$ cat config.mk
export PLATFORM = sky130hd
export DESIGN_NAME = amp_preprocessor
export DESIGN_NICKNAME = d
export VERILOG_FILES = /design/src/rtl/amp_preprocessor.sv
export SDC_FILE = /design/constraint.sdc
export NUM_CORES = 2
export LEC_CHECK = 0
export CAP_MARGIN = 20
export CORE_ASPECT_RATIO = 1.75
export CORE_MARGIN = 1.5
export CORE_UTILIZATION = 50
export DETAILED_ROUTE_END_ITERATION = 6
export PLACE_DENSITY = 0.85
export SYNTH_ARGS = -nofsm -noshare
export SYNTH_HDL_FRONTEND = slang
export SYNTH_SLANG_ARGS = --single-unit
$ cat constraint.sdc
create_clock -name clk -period 8.1 [get_ports clk]
set_input_delay 2.025 -clock clk [delete_from_list [all_inputs] [get_ports clk]]
set_output_delay 2.025 -clock clk [all_outputs]
set_load 0.005 [all_outputs]
$ cat src/rtl/amp_preprocessor.sv
// Per-frame amplitude conditioner: floors each note bin, low-pass filters it across
// frames and sums the floored bins, one bin per cycle, then publishes with data_v.
module amp_preprocessor #(
    parameter int              W         = 6,
    parameter int              D         = 10,
    parameter int              BIN_QTY   = 12,
    parameter logic [W+D-1:0]  LEDFloor  = (W+D)'(102),
    parameter int              IIR_SHIFT = 2
) (
    input  logic                                  clk,
    input  logic                                  rst,
    input  logic                                  start,
    input  logic [BIN_QTY-1:0][W+D-1:0]           noteAmplitudes_i,
    output logic [BIN_QTY-1:0][W+D-1:0]           noteAmplitudes_o,
    output logic [BIN_QTY-1:0][W+D-1:0]           noteAmplitudesFast_o,
    output logic [W+D+$clog2(BIN_QTY):0]          amplitudeSumNew_o,
    output logic                                  data_v
);

    localparam int DW = W + D;
    localparam int SW = DW + $clog2(BIN_QTY) + 1;
    localparam int KW = $clog2(BIN_QTY);

    typedef enum logic [1:0] {
        IDLE,
        PROC,
        DONE
    } state_t;

    state_t            state_q;
    state_t            state_d;
    logic [KW-1:0]     k_q;
    logic              last_bin;

    logic [DW-1:0]     in_reg   [BIN_QTY];
    logic [DW-1:0]     fast_reg [BIN_QTY];
    logic [DW-1:0]     slow_reg [BIN_QTY];
    logic [SW-1:0]     acc;

    logic [DW-1:0]     cur_in;
    logic [DW-1:0]     slow_cur;
    logic [DW-1:0]     fast_val;
    logic signed [DW:0] diff;
    logic signed [DW:0] step;
    logic [DW-1:0]     slow_next;

    assign last_bin = (k_q == KW'(BIN_QTY - 1));

    always_comb begin
        // NOTE: every variable gets a default before the case so no path leaves it unassigned (no latch).
        state_d = state_q;
        case (state_q)
            IDLE:    if (start) state_d = PROC;
            PROC:    if (last_bin) state_d = DONE;
            DONE:    state_d = IDLE;
            default: state_d = IDLE;
        endcase
    end

    always_ff @(posedge clk) begin
        // NOTE: sequential state uses non-blocking assignments so all registers update from pre-edge values.
        if (rst) state_q <= IDLE;
        else     state_q <= state_d;
    end

    // Per-bin arithmetic for the bin currently addressed by k.
    always_comb begin
        cur_in    = in_reg[k_q];
        slow_cur  = slow_reg[k_q];
        fast_val  = (cur_in > LEDFloor) ? (cur_in - LEDFloor) : '0;
        diff      = $signed({1'b0, fast_val}) - $signed({1'b0, slow_cur});
        step      = diff >>> IIR_SHIFT;
        // The filter result always lands in [0, 2^DW-1], so dropping the sign bit is exact.
        slow_next = DW'($signed({1'b0, slow_cur}) + step);
    end

    always_ff @(posedge clk) begin
        if (rst) begin
            // NOTE: the bin arrays are reset because slow[] is filter state that must start from zero.
            for (int i = 0; i < BIN_QTY; i++) begin
                in_reg[i]               <= '0;
                fast_reg[i]             <= '0;
                slow_reg[i]             <= '0;
                noteAmplitudes_o[i]     <= '0;
                noteAmplitudesFast_o[i] <= '0;
            end
            acc               <= '0;
            k_q               <= '0;
            amplitudeSumNew_o <= '0;
            data_v            <= 1'b0;
        end else begin
            data_v <= 1'b0;
            case (state_q)
                IDLE: begin
                    if (start) begin
                        for (int i = 0; i < BIN_QTY; i++) in_reg[i] <= noteAmplitudes_i[i];
                        acc <= '0;
                        k_q <= '0;
                    end
                end
                PROC: begin
                    fast_reg[k_q] <= fast_val;
                    slow_reg[k_q] <= slow_next;
                    acc           <= acc + SW'(fast_val);
                    k_q           <= last_bin ? '0 : k_q + KW'(1);
                end
                DONE: begin
                    for (int i = 0; i < BIN_QTY; i++) begin
                        noteAmplitudes_o[i]     <= slow_reg[i];
                        noteAmplitudesFast_o[i] <= fast_reg[i];
                    end
                    amplitudeSumNew_o <= acc;
                    data_v            <= 1'b1;
                end
                default: ;
            endcase
        end
    end

endmodule

* Yosys cells after proc, flatten, opt, wreduce, memory -nomap -nowiden *
Memory sizes are Yosys's and may differ from the RTL's. A register that Yosys moved wholly into a read port is not among the register bits.
Index checks and enable logic that the tools add are counted.

cells by class
  add/subtract/negate cells = 5
  multipliers = 0
  divide/modulo/power cells = 0
  $lt $le $gt $ge = 1
  equal/unequal tests = 5
  shifts and indexed selects = 0
  multiplexer cells = 41
  bitwise operators = 12
  reduce and logical (&&, ||, !) cells = 6

operator list
  kind                     count
  $mux W16                 15
  $pmux W21 S2             1
  $mux W4                  8
  $reduce_or A16 Y1        2
  $add A21 B16 Y21         1
  $mux W21                 1
  $sub A16 B16 Y17         1
  $add A16 B15 Y16         1
  $gt A16 B7 Y1 const B    1
  $sub A16 B7 Y16 const B  1
  $mux W1                  12
  $or A1 B1 Y1             12
  $pmux W4 S2              1
  $add A4 B1 Y4 const B    1
  $eq A4 B4 Y1 const B     1
  $mux W2                  2
  $ne A2 B2 Y1 const B     2
  $pmux W2 S2              1
  $reduce_and A2 Y1        2
  $eq A2 B1 Y1 const B     1
  $eq A2 B2 Y1 const B     1
  $logic_not A2 Y1         1
  $reduce_bool A2 Y1       1

word-level totals
  register bits after elaboration = 49
  latch bits = 0
  RAM bits = 576
  ROM bits = 0
  input port bits = 195
  output and inout port bits = 406
  logic and storage cells = 78
  memories = 3

memory list
  memory    words  width  rd ports  clocked after memory_dff  wr ports  RTL line  RTL
  fast_reg  12     16     12        12                        12        36        logic [DW-1:0] fast_reg [BIN_QTY];
  in_reg    12     16     1         1                         12        35        logic [DW-1:0] in_reg [BIN_QTY];
  slow_reg  12     16     13        13                        12        37        logic [DW-1:0] slow_reg [BIN_QTY];

* Depth between registers and ports, before layout *
  word-level depth = 6
  depth in mapped cells = 37
  gate-level depth less buffers = 29

* Worst setup path before layout *
Ideal clock, no wire load.

  path type = register to register
  start point = register (tool-made name)
  end point = memory slow_reg[12][13] in the netlist's numbering, data pin
  library setup time = 0.276 ns
  arrival = 7.438 ns
  required time = 7.824 ns
  slack = 0.386 ns
  cell stages (with the launch flop) = 36
  buffers on the path = 7
  clock period less this slack = 7.714 ns
  cells stage by stage = dfxtp_1 -> buf_2 -> buf_1 -> clkbuf_1 -> mux4_2 -> mux2i_1 -> nor2_1 -> a21oi_1 -> o221ai_2 -> buf_4 -> or2_0 -> clkbuf_1 -> nand2b_1 -> clkbuf_1 -> inv_1 -> ha_1 -> a21oi_1 -> maj3_1 -> maj3_1 -> nor3_1 -> a21oi_1 -> nor2b_1 -> xnor2_1 -> ha_1 -> inv_1 -> o21bai_1 -> a21oi_1 -> nor2b_1 -> o21a_1 -> o31a_1 -> o41ai_1 -> o21bai_1 -> a21oi_1 -> xor2_1 -> clkbuf_1 -> inv_1

RTL lines
  item              RTL line
  end: declaration  37

==> summary.md <==
Status
• **result of the run** complete, no violations

Logic synthesis
• **multiplexer share of the synthesized area** 6.74%
• **ys flop type** sky130_fd_sc_hd__edfxtp_1
• **simple-gate share of the synthesized area** 15.7%
• **top post-synthesis cells by area** sky130_fd_sc_hd__edfxtp_1 (44%), sky130_fd_sc_hd__dfxtp_1 (20%), sky130_fd_sc_hd__nand2_1 (7.6%)
• **unique cell type count in the Yosys netlist** 82
• **largest family of logic cells by synthesized area** simple AND/OR/NAND/NOR gates
• **cell types with the highest counts after synthesis** sky130_fd_sc_hd__nand2_1 (886), sky130_fd_sc_hd__edfxtp_1 (640), sky130_fd_sc_hd__a21oi_1 (452), sky130_fd_sc_hd__dfxtp_1 (437), sky130_fd_sc_hd__nor2_1 (429)
• **area share of the leading cell type in the synthesized netlist** 44.0%
• **count of yosys warnings during synthesis** 0
• **Mapped Area** 0.0437 sq mm
• **share of the yosys chip area belonging to registers** 64.0%
• **post-synthesis average cell area** 11.2 sq um
• **fraction of the mapped netlist area in compound gates** 7.74%
• **area leader, netlist** sky130_fd_sc_hd__edfxtp_1
• **Syn Nets** 4146
• **area share of fa/ha/maj cells after synthesis** 1.46%
• **synthesis-stage register bit count** 1077
• **post-synthesis share of cell area spent on xor and xnor gates** 1.13%
• **synthesized instance count** 3906
• **fraction of registers with async set or reset after synthesis** 0%
• **EDFF count, synth** 640
• **most instantiated library cell after synthesis** sky130_fd_sc_hd__nand2_1

Route
• **routed length on met2** 68.0 mm
• **post-detailed-route DRC marker count** 0
• **Starting DRT DRC Count** 3518
• **ratio of routed vias to standard cells** 5.66
• **final wirelength** 137 mm
• **Via Count** 32000
• **final antenna-violating net count** 0
• **highest metal layer with signal wires** met4
• **wire length on met1** 46.5 mm
• **wire per inst** 24.2 um
• **drt first pass iters** 6
• **routed wire length on met3** 11.0 mm

Setup path
• **Register-to-Register Path Depth** 29
• **slack of the worst reg-to-reg path** 450 ps
• **Arrival @ worst endpoint** 8060 ps
• **category of the critical setup timing path** flip-flop to flip-flop
• **R2R Path End** slow_reg[4][15]
• **highest fanout seen on the critical path** 28
• **master of the slowest instance on the critical path** sky130_fd_sc_hd__nor2_1
• **critical path's most frequent cell** sky130_fd_sc_hd__a21oi_1
• **CP required** 8520 ps
• **CP peak stage delay** 720 ps
• **critical path startpoint category** flip-flop
• **kind of capture point of the worst setup path** flip-flop

Min path
• **hold path endpoint** noteAmplitudesFast_o[78]
• **worst hold path type** flip-flop to flip-flop
• **min-delay src** noteAmplitudesFast_o[78]
• **instance count along the most critical hold path** 2

Floorplan
• **Initial Util** 50.4%
• **area of the die** 0.0892 sq mm
• **io pins** 601
• **row count** 143
• **height of the die** 394 um
• **area of the core** 0.0866 sq mm
• **x dimension of the die** 226 um

Global route
• **pin count of the biggest net entering global routing** 162
• **number of antenna violations at the first check in global routing** 7
• **first-pass GRT wire length** 196 mm
• **Overall Global Routing Usage** 30.3%
• **final global-route overflow total** 0
• **number of global-route vias before repair** 31200

Pwr
• **Max rail drop VDD** 0.380 mV
• **Pleak** 18.8 nW
• **power density over the cells** 285 mW/mm^2
• **PnR Total Power** 15.3 mW

Finish
• **signed area change from the synthesized netlist to the final layout** 23.4%
• **post-layout net count** 4634
• **layout cell share with drive strength beyond 1** 8.92%
• **total non-filler cell area in the finished layout** 0.0539 sq mm
• **filler-free cell count of the finished design** 5641
• **max reg flops** 256

Clocking
• **clock buffers created by TritonCTS** 92
• **Clock Latency Late Sink** 700 ps
• **hold buffer count at cts** 0
• **number of buffers between clock root and the deepest sink** 3
• **clock root buffer master** sky130_fd_sc_hd__clkbuf_16
• **TritonCTS clock tree** done
• **CTS HTree Levels** 3
• **clock edge transition at the registers on the reported setup and hold paths** 70 ps
• **sink count of the clock tree** 1077

STA
• **clock period minus worst slack** 7650 ps
• **total of endpoints with negative setup slack in the final report** 0
• **number of hold-slack violations in the final timing report** 0
• **worst slew margin relative to its limit** 22.4%
• **final setup skew** 33.1 ps
• **achievable frequency** 0.131 GHz
• **RSZ-0062 raised after global routing** false
• **Max Slew Vio Count** 0
• **Post-Route Setup TNS** 0 ps
• **Tcrit/Tclk final** 94.4%
• **worst hold-check slack** 453 ps
• **pin slew with the least headroom to its limit** 1160 ps

Placed design
• **number of placed instances with taps included** 5456
• **cell area after placement** 0.0507 sq mm
• **gp weighted congestion** 0.969
• **buffers added on ports** 600
• **Detailed Place HPWL** 95.6 mm

Flow run
• **maxcap violations** 0

[report_power, final]
group / leakage [nW] / internal, mW / switching [mW]
registers: 10.1 / 6.33 / 0.133
logic: 7.16 / 1.25 / 3.06
clock network: 1.51 / 2.53 / 2.02
[logic make-up after synthesis]
family          after synthesis
buf+inv                     346
flops                      1077
simple gates               1623
compound gates              600
mux                         156
fa+ha+maj                    51
xor+xnor                     53
[placed cells by master (no fill, tap or decap), types with 6 or more instances in the layout]
cell / n
sky130_fd_sc_hd__bufinv_16: 8
sky130_fd_sc_hd__mux2i_1: 26
sky130_fd_sc_hd__clkbuf_8: 7
sky130_fd_sc_hd__nand3_1: 18
sky130_fd_sc_hd__ha_1: 43
sky130_fd_sc_hd__xor2_1: 16
sky130_fd_sc_hd__a22o_1: 9
sky130_fd_sc_hd__and3_1: 9
sky130_fd_sc_hd__o21ai_0: 31
sky130_fd_sc_hd__nor2b_1: 38
sky130_fd_sc_hd__dfxtp_1: 433
sky130_fd_sc_hd__edfxtp_1: 640
sky130_fd_sc_hd__mux2_2: 21
sky130_fd_sc_hd__a21o_1: 9
sky130_fd_sc_hd__a21oi_1: 452
sky130_fd_sc_hd__maj3_1: 6
sky130_fd_sc_hd__mux4_2: 108
sky130_fd_sc_hd__o21bai_1: 11
sky130_fd_sc_hd__a31oi_1: 6
sky130_fd_sc_hd__diode_2: 8
sky130_fd_sc_hd__nor3_1: 19
sky130_fd_sc_hd__o22ai_1: 13
sky130_fd_sc_hd__clkbuf_16: 98
sky130_fd_sc_hd__o21ai_1: 6
sky130_fd_sc_hd__nand2b_1: 10
sky130_fd_sc_hd__xnor2_1: 35
sky130_fd_sc_hd__clkdlybuf4s50_1: 599
sky130_fd_sc_hd__inv_1: 66
sky130_fd_sc_hd__clkinv_1: 11
sky130_fd_sc_hd__clkinv_2: 13
sky130_fd_sc_hd__clkbuf_1: 19
sky130_fd_sc_hd__buf_4: 65
sky130_fd_sc_hd__and2_1: 167
sky130_fd_sc_hd__nor2_2: 10
sky130_fd_sc_hd__nand2b_2: 12
sky130_fd_sc_hd__o31ai_1: 9
sky130_fd_sc_hd__clkinvlp_4: 6
sky130_fd_sc_hd__nand2_1: 885
sky130_fd_sc_hd__nor2_1: 428
[stage by stage]
stage | util, % | worst slack, ps
5_1_grt | 62.2 | 2.10
3_5_place_dp | 58.5 | 173
3_3_place_gp | 58.5 | 293
2_1_floorplan | - | 386
4_1_cts | 62.1 | 117
6_report | 62.2 | 453
[layout make-up]
cell class	instances	area (sq um)
multi-input combinational	2483	14400
inverter	68	260
fill	6529	32700
clock buffer	125	2610
antenna	8	20.0
timing repair buffer	672	6670
sequential	1077	28000
tap	1160	1450
clock inverter	48	494
[how the worst max path moves through the flow]
stage | depth (start not counted) | endpoint | start | slack (ps)
2_1_floorplan | 35 | slow_reg[12][13] | flip-flop | 390
3_3_place_gp | 29 | slow_reg[4][15] | flip-flop | 290
3_5_place_dp | 29 | slow_reg[14][15] | flip-flop | 170
4_1_cts | 29 | slow_reg[4][15] | flip-flop | 120
5_1_grt | 29 | slow_reg[4][15] | flip-flop | 2
6_report | 29 | slow_reg[4][15] | flip-flop | 450
[layer usage]
metal	up-vias	track usage, %
li1	14400	-
met1	15300	33.5
met2	1800	51.7
met3	440	5.60
met4	0	22.2
met5	-	0
[worst max-delay path: cells and delay by family (launching register included)]
| family | cells | cell delay (ps) |
|---|---|---|
| and+or+nand+nor | 8 | 2050 |
| adders and majority gates | 3 | 990 |
| DFF | 1 | 490 |
| xor gates and xnor gates | 2 | 730 |
| AOI/OAI and AO/OA | 14 | 2820 |
| buffers and inverters | 2 | 280 |
[timing repair]
item / CTS / global route
buffers inserted: 0 / 1
setup endpoints to repair: 0 / 26
gates resized for setup: 0 / 1
(Power assumes the default switching activity.)
